### config.mk
export PLATFORM = sky130hd
export DESIGN_NAME = gpu_pixel_writer
export DESIGN_NICKNAME = d
export VERILOG_FILES = /design/src/rtl/gpu_pixel_writer.sv
export SDC_FILE = /design/constraint.sdc
export NUM_CORES = 1
export LEC_CHECK = 0
export CAP_MARGIN = 15
export CORE_UTILIZATION = 55
export DETAILED_ROUTE_END_ITERATION = 8
export DONT_BUFFER_PORTS = 1
export PLACE_DENSITY = 0.7
export SLEW_MARGIN = 5
export SYNTH_ARGS = -nofsm -noshare
export SYNTH_HDL_FRONTEND = slang
export SYNTH_SLANG_ARGS = --single-unit
### constraint.sdc
create_clock -name clk -period 5 [get_ports clk]
set_input_delay 1 -clock clk [delete_from_list [all_inputs] [get_ports clk]]
set_output_delay 1 -clock clk [all_outputs]
set_load 0.02 [all_outputs]
### src/rtl/gpu_pixel_writer.sv
// Pixel-stream sink: clips incoming pixels, buffers them in a small FIFO and
// writes each one to a linear framebuffer over a req/ack port.
`ifndef WIDTH_BITS
`define WIDTH_BITS 10
`endif
`ifndef HEIGHT_BITS
`define HEIGHT_BITS 9
`endif
`ifndef CHANNEL_BITS
`define CHANNEL_BITS 8
`endif

module gpu_pixel_writer #(
  parameter int unsigned SCREEN_W   = 640,
  parameter int unsigned SCREEN_H   = 480,
  parameter int unsigned FIFO_DEPTH = 4,
  parameter int unsigned ADDR_BITS  = 19,
  parameter int unsigned CNT_BITS   = 20
) (
  input  logic                        clk,
  input  logic                        rst,
  input  logic                        pix_valid_i,
  input  logic [`WIDTH_BITS-1:0]      X_i,
  input  logic [`HEIGHT_BITS-1:0]     Y_i,
  input  logic [`CHANNEL_BITS-1:0]    r_i,
  input  logic [`CHANNEL_BITS-1:0]    g_i,
  input  logic [`CHANNEL_BITS-1:0]    b_i,
  input  logic                        frame_done_i,
  output logic                        stall_o,
  output logic                        mem_req_o,
  output logic [ADDR_BITS-1:0]        mem_addr_o,
  output logic [3*`CHANNEL_BITS-1:0]  mem_data_o,
  input  logic                        mem_ack_i,
  output logic                        flush_done_o,
  output logic                        overflow_o,
  output logic                        idle_o,
  output logic [CNT_BITS-1:0]         written_cnt_o,
  output logic [CNT_BITS-1:0]         clipped_cnt_o
);

  localparam int unsigned XW      = `WIDTH_BITS;
  localparam int unsigned YW      = `HEIGHT_BITS;
  localparam int unsigned DW      = 3 * `CHANNEL_BITS;
  localparam int unsigned ENTRY_W = XW + YW + DW;
  localparam int unsigned PTR_W   = $clog2(FIFO_DEPTH);
  localparam logic [PTR_W:0] DEPTH_C = (PTR_W+1)'(FIFO_DEPTH);

  typedef enum logic [1:0] {S_IDLE, S_ADDR, S_REQ} state_t;

  state_t state, state_next;
  logic   load_addr;

  logic [ENTRY_W-1:0] fifo_mem [FIFO_DEPTH];
  logic [PTR_W-1:0]   wr_ptr, rd_ptr;
  logic [PTR_W:0]     count;
  logic               full, empty, in_range, push, pop, drop, clip;
  logic               done_pend, flush_fire;
  logic [ENTRY_W-1:0] head;
  logic [XW-1:0]      head_x;
  logic [YW-1:0]      head_y;
  logic [DW-1:0]      head_rgb;

  assign full     = (count == DEPTH_C);
  assign empty    = (count == '0);
  assign in_range = (32'(X_i) < SCREEN_W) && (32'(Y_i) < SCREEN_H);
  assign clip     = pix_valid_i & ~in_range;
  assign push     = pix_valid_i & in_range & ~full;
  assign drop     = pix_valid_i & in_range & full;
  assign pop      = (state == S_REQ) & mem_ack_i;

  assign head     = fifo_mem[rd_ptr];
  assign head_x   = head[ENTRY_W-1 -: XW];
  assign head_y   = head[DW+YW-1 -: YW];
  assign head_rgb = head[DW-1:0];

  assign stall_o    = full;
  assign mem_req_o  = (state == S_REQ);
  assign flush_fire = done_pend & empty & (state == S_IDLE);
  assign idle_o     = empty & (state == S_IDLE) & ~done_pend;

  // Storage itself needs no reset; pointers define what is valid.
  always_ff @(posedge clk) begin
    if (push) fifo_mem[wr_ptr] <= {X_i, Y_i, r_i, g_i, b_i};
  end

  always_ff @(posedge clk) begin
    if (rst) begin
      wr_ptr <= '0;
      rd_ptr <= '0;
      count  <= '0;
    end else begin
      if (push) wr_ptr <= wr_ptr + PTR_W'(1);
      if (pop)  rd_ptr <= rd_ptr + PTR_W'(1);
      case ({push, pop})
        2'b10:   count <= count + (PTR_W+1)'(1);
        2'b01:   count <= count - (PTR_W+1)'(1);
        default: count <= count;
      endcase
    end
  end

  always_ff @(posedge clk) begin
    if (rst) state <= S_IDLE;
    else     state <= state_next;
  end

  always_comb begin
    state_next = state;
    load_addr  = 1'b0;
    case (state)
      S_IDLE: if (!empty) state_next = S_ADDR;
      S_ADDR: begin
        load_addr  = 1'b1;
        state_next = S_REQ;
      end
      S_REQ:  if (mem_ack_i) state_next = S_IDLE;
      default: state_next = S_IDLE;
    endcase
  end

  // Product is taken modulo 2^ADDR_BITS, identical to truncating the full product.
  always_ff @(posedge clk) begin
    if (rst) begin
      mem_addr_o <= '0;
      mem_data_o <= '0;
    end else if (load_addr) begin
      mem_addr_o <= ADDR_BITS'(head_y) * ADDR_BITS'(SCREEN_W) + ADDR_BITS'(head_x);
      mem_data_o <= head_rgb;
    end
  end

  always_ff @(posedge clk) begin
    if (rst) begin
      overflow_o    <= 1'b0;
      written_cnt_o <= '0;
      clipped_cnt_o <= '0;
      done_pend     <= 1'b0;
      flush_done_o  <= 1'b0;
    end else begin
      if (drop) overflow_o <= 1'b1;
      if (pop && written_cnt_o != '1) written_cnt_o <= written_cnt_o + CNT_BITS'(1);
      if (clip && clipped_cnt_o != '1) clipped_cnt_o <= clipped_cnt_o + CNT_BITS'(1);
      // A done arriving while one is already pending (or firing) is absorbed.
      done_pend    <= flush_fire ? 1'b0 : (done_pend | frame_done_i);
      flush_done_o <= flush_fire;
    end
  end

endmodule

==> results_dict.tcl, run 1 <==
set metrics [dict create \
    status "finished, final reports clean" \
    critPathLaunchType "register" \
    clockBufferDepth 3 \
    arrival_ns 4.26 \
    synth_fp_nets 841 \
    gr-usage-all-layers_pct 20.9 \
    syn_area_sq_mm 0.0107 \
    areaGrowthSynthToFinish_pct 11.0 \
    p_comb_share_pct 7.6 \
    cts-root-buf "clkbuf_16" \
    synth_seq_cells 269 \
    worstSetupEndpointType "register" \
    drv_slew 0 \
    max-slew-margin-rel_pct 32.1 \
    power.density_mw_per_mm2 417 \
    layout-drive-gt1-share_pct 13.4 \
    place_congestion 0.809 \
    detail_route.wl_per_cell_microns 19.6 \
    setup_violations 0 \
    antenna_cells 0 \
    p_leak_nw 3.89 \
    p_seq_share_pct 51.2 \
    power.total_mw 4.98 \
    synth_warnings 0 \
    core_area_sq_mm 0.0189 \
    pwr-share-clk_pct 41.2 \
    antenna_found_initial 0 \
    max_slew.worst_pin.slew_ns 1.02 \
    fin_skew_ns 0.0215 \
    die_h_microns 142 \
    fin_crit_sh_pct 77.0 \
    worstSkewPairLatency_ns 0.53 \
    place_hpwl_microns 13000 \
    crit_fanout 29 \
    synth.avg_cell_area_sq_um 14.0 \
    layout.nets 846 \
    synth_area_leaders "edfxtp_1 (48%), dfxtp_1 (18%), mux4_2 (9.0%)" \
    dp.cells 1002 \
    grt_pass1_wl_microns 32500 \
    cts_made_buffers 27 \
    synth_cell_type_count 53 \
    final_hold_viol_count 0 \
    die_area_sq_mm 0.0201 \
    first_pass_iters 5 \
    numPortBuffers 0 \
    drtIter0Drc 301 \
    rows 50 \
    synth_top_area_share_pct 48.1 \
    initial_core_util_pct 56.8 \
    vias 6131 \
    fin_cells 1052 \
    async_flop_share_pct 0 \
    switching_share_pct 22.5 \
    grt_overflow 0 \
    fp.dieW_microns 142 \
    rsz0062_at_grt "no" \
    synthFlopType "edfxtp_1" \
    drc 0 \
    drtAntennaViolNets 0 \
    grt_max_degree 99 \
    synth-seq-area-share_pct 66.2 \
    synthCells 766 \
    p_int_mw 3.86 \
    cts_hold_buf 0 \
    power.switching_mw 1.12 \
    grt_pass1_vias 6357 \
    setup_tns_ns 0 \
    yosysTopAreaCell "edfxtp_1" \
    peakVddDrop_v 0.000282 \
    fmax_mhz 260 \
    critPathKind "register to register" \
    hold_path.class "register to register" \
    clock_sinks 269 \
    clkTransAtPathRegs_ns 0.06 \
    via_per_inst 5.83 \
    cts_tree "done" \
    drt_wl_total_microns 20600 \
    synth-edff-count 172 \
    htree_levels 1 \
    required_ns 5.41 \
    fin_crit_ns 3.85 \
    max_cap_viol_count 0 \
    ios 136 \
    cts_resized 0 \
    post-cts-setup-buffers 0 \
]
stage by stage:
stage / area (sq um) / util, % / hold WS, ns / setup slack [ns]
floorplan: 10700 / - / 0.463 / 1.38
global route: 11900 / 63.1 / 0.518 / 0.907
finish: 11900 / 63.1 / 0.506 / 1.15
global placement: 11000 / 58.3 / 0.472 / 1.17
detailed placement: 11000 / 58.3 / 0.495 / 1.11
CTS: 11900 / 63.1 / 0.506 / 1.09
cell type report:
class / count / area [sq um]
inverter: 19 / 71.3
sequential: 269 / 7110
fill: 1439 / 6970
clock buffer: 37 / 743
clock inverter: 13 / 171
tap: 260 / 325
timing repair buffer: 7 / 52.6
multi-input combinational: 447 / 3450
kinds of logic after synthesis:
kind of cell    after synthesis  synth area share, %
xor+xnor                     42                 3.43
simple gates                227                 9.95
mux                          47                 9.39
compound gates              104                 5.83
flops                       269                 66.2
buf+inv                      50                 1.86
fa+ha+maj                    27                 3.36
power by group through the flow:
stage / Clock (mW) / Combinational [mW] / Sequential, mW
after floorplan: 0 / 0.319 / 2.57
after global placement: 0 / 0.369 / 2.59
after detailed placement: 0 / 0.383 / 2.60
after CTS: 2.09 / 0.385 / 2.55
after global routing: 2.17 / 0.425 / 2.56
final: 2.05 / 0.380 / 2.55
synthesized netlist by cell type (all sizes together), types with 3 or more instances:
library cell and n:
edfxtp 172, dfxtp 97, nand2 86, nor2 60
a21oi 54, mux4 43, xnor2 26, ha 24
clkbuf 22, inv 19, o21ai 17, xor2 16
nand3 14, nor3 11, or3 11, a211oi 9
buf 9, and4 8, and3 6, nand4 6
and2 5, a21o 4, mux2i 4, nor4 4
fa 3, nor2b 3, o2111ai 3, o31ai 3
worst max-delay path, stage by stage (launching register included):
cell and delay [ns]:
dfxtp_4 0.71, mux4_2 0.63, ha_1 0.30, ha_1 0.24, fa_1 0.41, xnor2_1 0.17, or3b_1 0.41, nand3b_1 0.25
o311a_1 0.39, a211o_1 0.23
layout by cell type, fill, tap and decap left out, drive strengths merged, types with 17 or more instances in the layout:
cell / Yosys / layout
inv: 19 / 20
nor2: 60 / 60
xnor2: 26 / 26
clkbuf: 22 / 37
dfxtp: 97 / 97
ha: 24 / 24
o21ai: 17 / 17
edfxtp: 172 / 172
mux4: 43 / 43
nand2: 86 / 86
a21oi: 54 / 54
worst paths after layout:
kind / start / end / slack (ns) / depth (start not counted)
min reg2reg: done_pend$_SDFF_PP0_ / done_pend$_SDFF_PP0_ / 0.51 / 1
max reg2reg: register / mem_addr_o[17]$_SDFFE_PP0N_ / 1.15 / 9
min: done_pend$_SDFF_PP0_ / done_pend$_SDFF_PP0_ / 0.51 / 1
max: register / mem_addr_o[17]$_SDFFE_PP0N_ / 1.15 / 9
per-layer routing:
metal | up-vias | share of wire, % | track usage [%]
met2 | 189 | 50 | 36.7
met4 | 0 | 1.4 | 5.09
met3 | 29 | 8.0 | 5.47
li1 | 2861 | - | -
met1 | 3052 | 41 | 25.7
met5 | - | 0 | 0
registers in the layout (all words and copies together), names as in the netlist, named ones only:
signal	flops
overflow_o	1
fifo_mem	172
wr_ptr	2
mem_addr_o	19
state	2
flush_done_o	1
written_cnt_o	20
done_pend	1
count	3
mem_data_o	24
rd_ptr	2
clipped_cnt_o	20
Power figures use the tool's default switching activity.
==> run 2: changes to the inputs <==
--- a/config.mk
+++ b/config.mk
@@ -9,7 +9,7 @@
 export CORE_UTILIZATION = 55
 export DETAILED_ROUTE_END_ITERATION = 8
 export DONT_BUFFER_PORTS = 1
-export PLACE_DENSITY = 0.7
+export PLACE_DENSITY = 0.73
 export SLEW_MARGIN = 5
 export SYNTH_ARGS = -nofsm -noshare
 export SYNTH_HDL_FRONTEND = slang
==> constraint.sdc (replaced) <==
create_clock -name clk -period 3.5 [get_ports clk]
set_input_delay 0.7 -clock clk [delete_from_list [all_inputs] [get_ports clk]]
set_output_delay 0.7 -clock clk [all_outputs]
set_load 0.02 [all_outputs]
==> run 2 against run 1 <==
Sequential share of layout area is 0.91 points lower. First-iteration DRC count rose by 3.3%. Combinational power increased by 57%. Routed wire length is 1.2% higher. Design area rose by 1.6%. Worst setup slack lost 1.1 ns. Critical path depth is 1 lower. Die area unchanged. Via count is 0.46% higher. Cell count grew 1.3%. Clock power increased by 45%. Critical path type unchanged. Highest routed layer unchanged.
==> results_dict.tcl, run 2 (synthesis gave the netlist of run 1 again) <==
set metrics [dict create \
    clkTransAtPathRegs_ns 0.06 \
    worstSkewPairLatency_ns 0.54 \
    max_slew.worst_pin.slew_ns 0.971 \
    hp-start "rst" \
    core_area_sq_mm 0.0189 \
    via_per_inst 5.78 \
    power.total_mw 7.20 \
    finalCoreUtilization_pct 64.1 \
    fin_crit_ns 3.41 \
    switching_share_pct 22.8 \
    critical_path.max_stage_delay_ns 0.56 \
    path_cells "mux4_2 -> ha_1 -> ha_1 -> fa_2 -> or3b_1 -> nand3b_1 -> o311a_1 -> a211o_1" \
    place_hpwl_microns 13000 \
    fp.dieW_microns 142 \
    grt_pass1_vias 6525 \
    areaGrowthSynthToFinish_pct 12.7 \
    p_leak_nw 3.98 \
    crit_fanout 8 \
    worstSetupEndpointType "register" \
    cts_made_buffers 27 \
    p_comb_share_pct 8.3 \
    placed_cell_area_sq_mm 0.0111 \
    die_h_microns 142 \
    antenna_found_initial 0 \
    dp.cells 1009 \
    clockBufferDepth 3 \
    whs_ns 0.245 \
    critPathKind "register to register" \
    initial_core_util_pct 56.8 \
    p_seq_share_pct 50.4 \
    die_area_sq_mm 0.0201 \
    cpMaxStageDelayCell "fa_2" \
    hold_path.class "primary input to register" \
    place_congestion 0.823 \
    vias 6159 \
    numPortBuffers 0 \
    setup_violations 0 \
    reg_top3 "fifo_mem (172), mem_data_o (24)" \
    cpMostUsedCell "ha_1" \
    fin_crit_sh_pct 97.4 \
    layout_common_cells "edfxtp_1 (172), dfxtp_1 (95), nand2_1 (86)" \
    gr-usage-all-layers_pct 21.0 \
    detail_route.wl_per_cell_microns 19.5 \
    largest-register "fifo_mem" \
    drv_slew 0 \
    drt_wl_total_microns 20800 \
    layout-drive-gt1-share_pct 15.1 \
    power.density_mw_per_mm2 594 \
    peakVddDrop_v 0.000454 \
    clock_sinks 269 \
    cts-root-buf "clkbuf_16" \
    grt_overflow 0 \
    drtAntennaViolNets 0 \
    drtIter0Drc 311 \
    grt_max_degree 99 \
    fin_cells 1066 \
    htree_levels 1 \
    first_pass_iters 4 \
    antenna_cells 0 \
    pwr-share-clk_pct 41.3 \
    drc 0 \
    cts_tree "done" \
    fmax_mhz 293 \
    status "finished, final reports clean" \
    r2r_slack_ns 0.09 \
    max_cap_viol_count 0 \
    final_cell_area_sq_mm 0.0121 \
    final_hold_viol_count 0 \
    largest_reg_flops 172 \
    max-slew-margin-rel_pct 35.3 \
    ios 136 \
    power.switching_mw 1.64 \
    arrival_ns 3.82 \
    mostFrequentLayoutCell "edfxtp_1" \
    grt_pass1_wl_microns 32900 \
    layout.nets 860 \
    critPathLaunchType "register" \
    setup_tns_ns 0 \
    fillers 1383 \
    fin_skew_ns 0.0131 \
    required_ns 3.92 \
    fin_ws_ns 0.0914 \
    pre_cts_slack_ns 0.0372 \
    p_int_mw 5.56 \
    rows 50 \
]
-- run 2: cell count changes in the layout (fill, tap and decap cells not counted), sizes merged --
| cell | before | now |
|---|---|---|
| clkbuf | 37 | 32 |
| clkinvlp | 0 | 3 |
| buf | 7 | 21 |
| clkinv | 8 | 9 |
| bufinv | 4 | 5 |
-- run 2: what timing repair did --
| action | CTS | global route |
|---|---|---|
| hold buffers | 0 | 0 |
| setup endpoints to repair | 0 | 2 |
| buffers inserted | 0 | 7 |
| gates resized for setup | 0 | 4 |
| endpoints found under the hold margin | 0 | 0 |
-- run 2: area by class of cell --
class	count	area [sq um]	area share, %
clock inverter	18	231	1.91
sequential	269	7110	58.7
timing repair buffer	21	208	1.72
clock buffer	32	694	5.74
inverter	19	71.3	0.589
tap	260	325	2.69
multi-input combinational	447	3460	28.6
-- run 2: critical path, delay by kind of cell, from the launching register on --
family          cells  cell delay [ns]
fa+ha+maj           3             1.12
simple gates        2             0.61
compound gates      2             0.60
mux                 1             0.54
flops               1             0.41
-- run 2: final timing paths --
kind	endpoint	cells past startpoint
setup / recovery	mem_addr_o[17]$_SDFFE_PP0N_	8
hold / removal	done_pend$_SDFF_PP0_	1
setup reg to reg	mem_addr_o[17]$_SDFFE_PP0N_	8
hold reg to reg	done_pend$_SDFF_PP0_	1
-- run 2: layer usage --
metal / wire length (microns) / up-vias / track usage (%)
met3: 1820 / 33 / 6.55
met1: 8210 / 3047 / 25.0
li1: - / 2891 / -
met5: 0 / - / 0
met4: 402 / 0 / 6.17
met2: 10400 / 188 / 36.7
-- run 2: power groups by stage --
stage,clock network [mW],logic (mW),registers (mW)
after CTS,3.03,0.583,3.63
final,2.97,0.597,3.63
after detailed placement,0,0.576,3.70
after global placement,0,0.561,3.69
after floorplan,0,0.457,3.68
after global routing,3.15,0.665,3.64
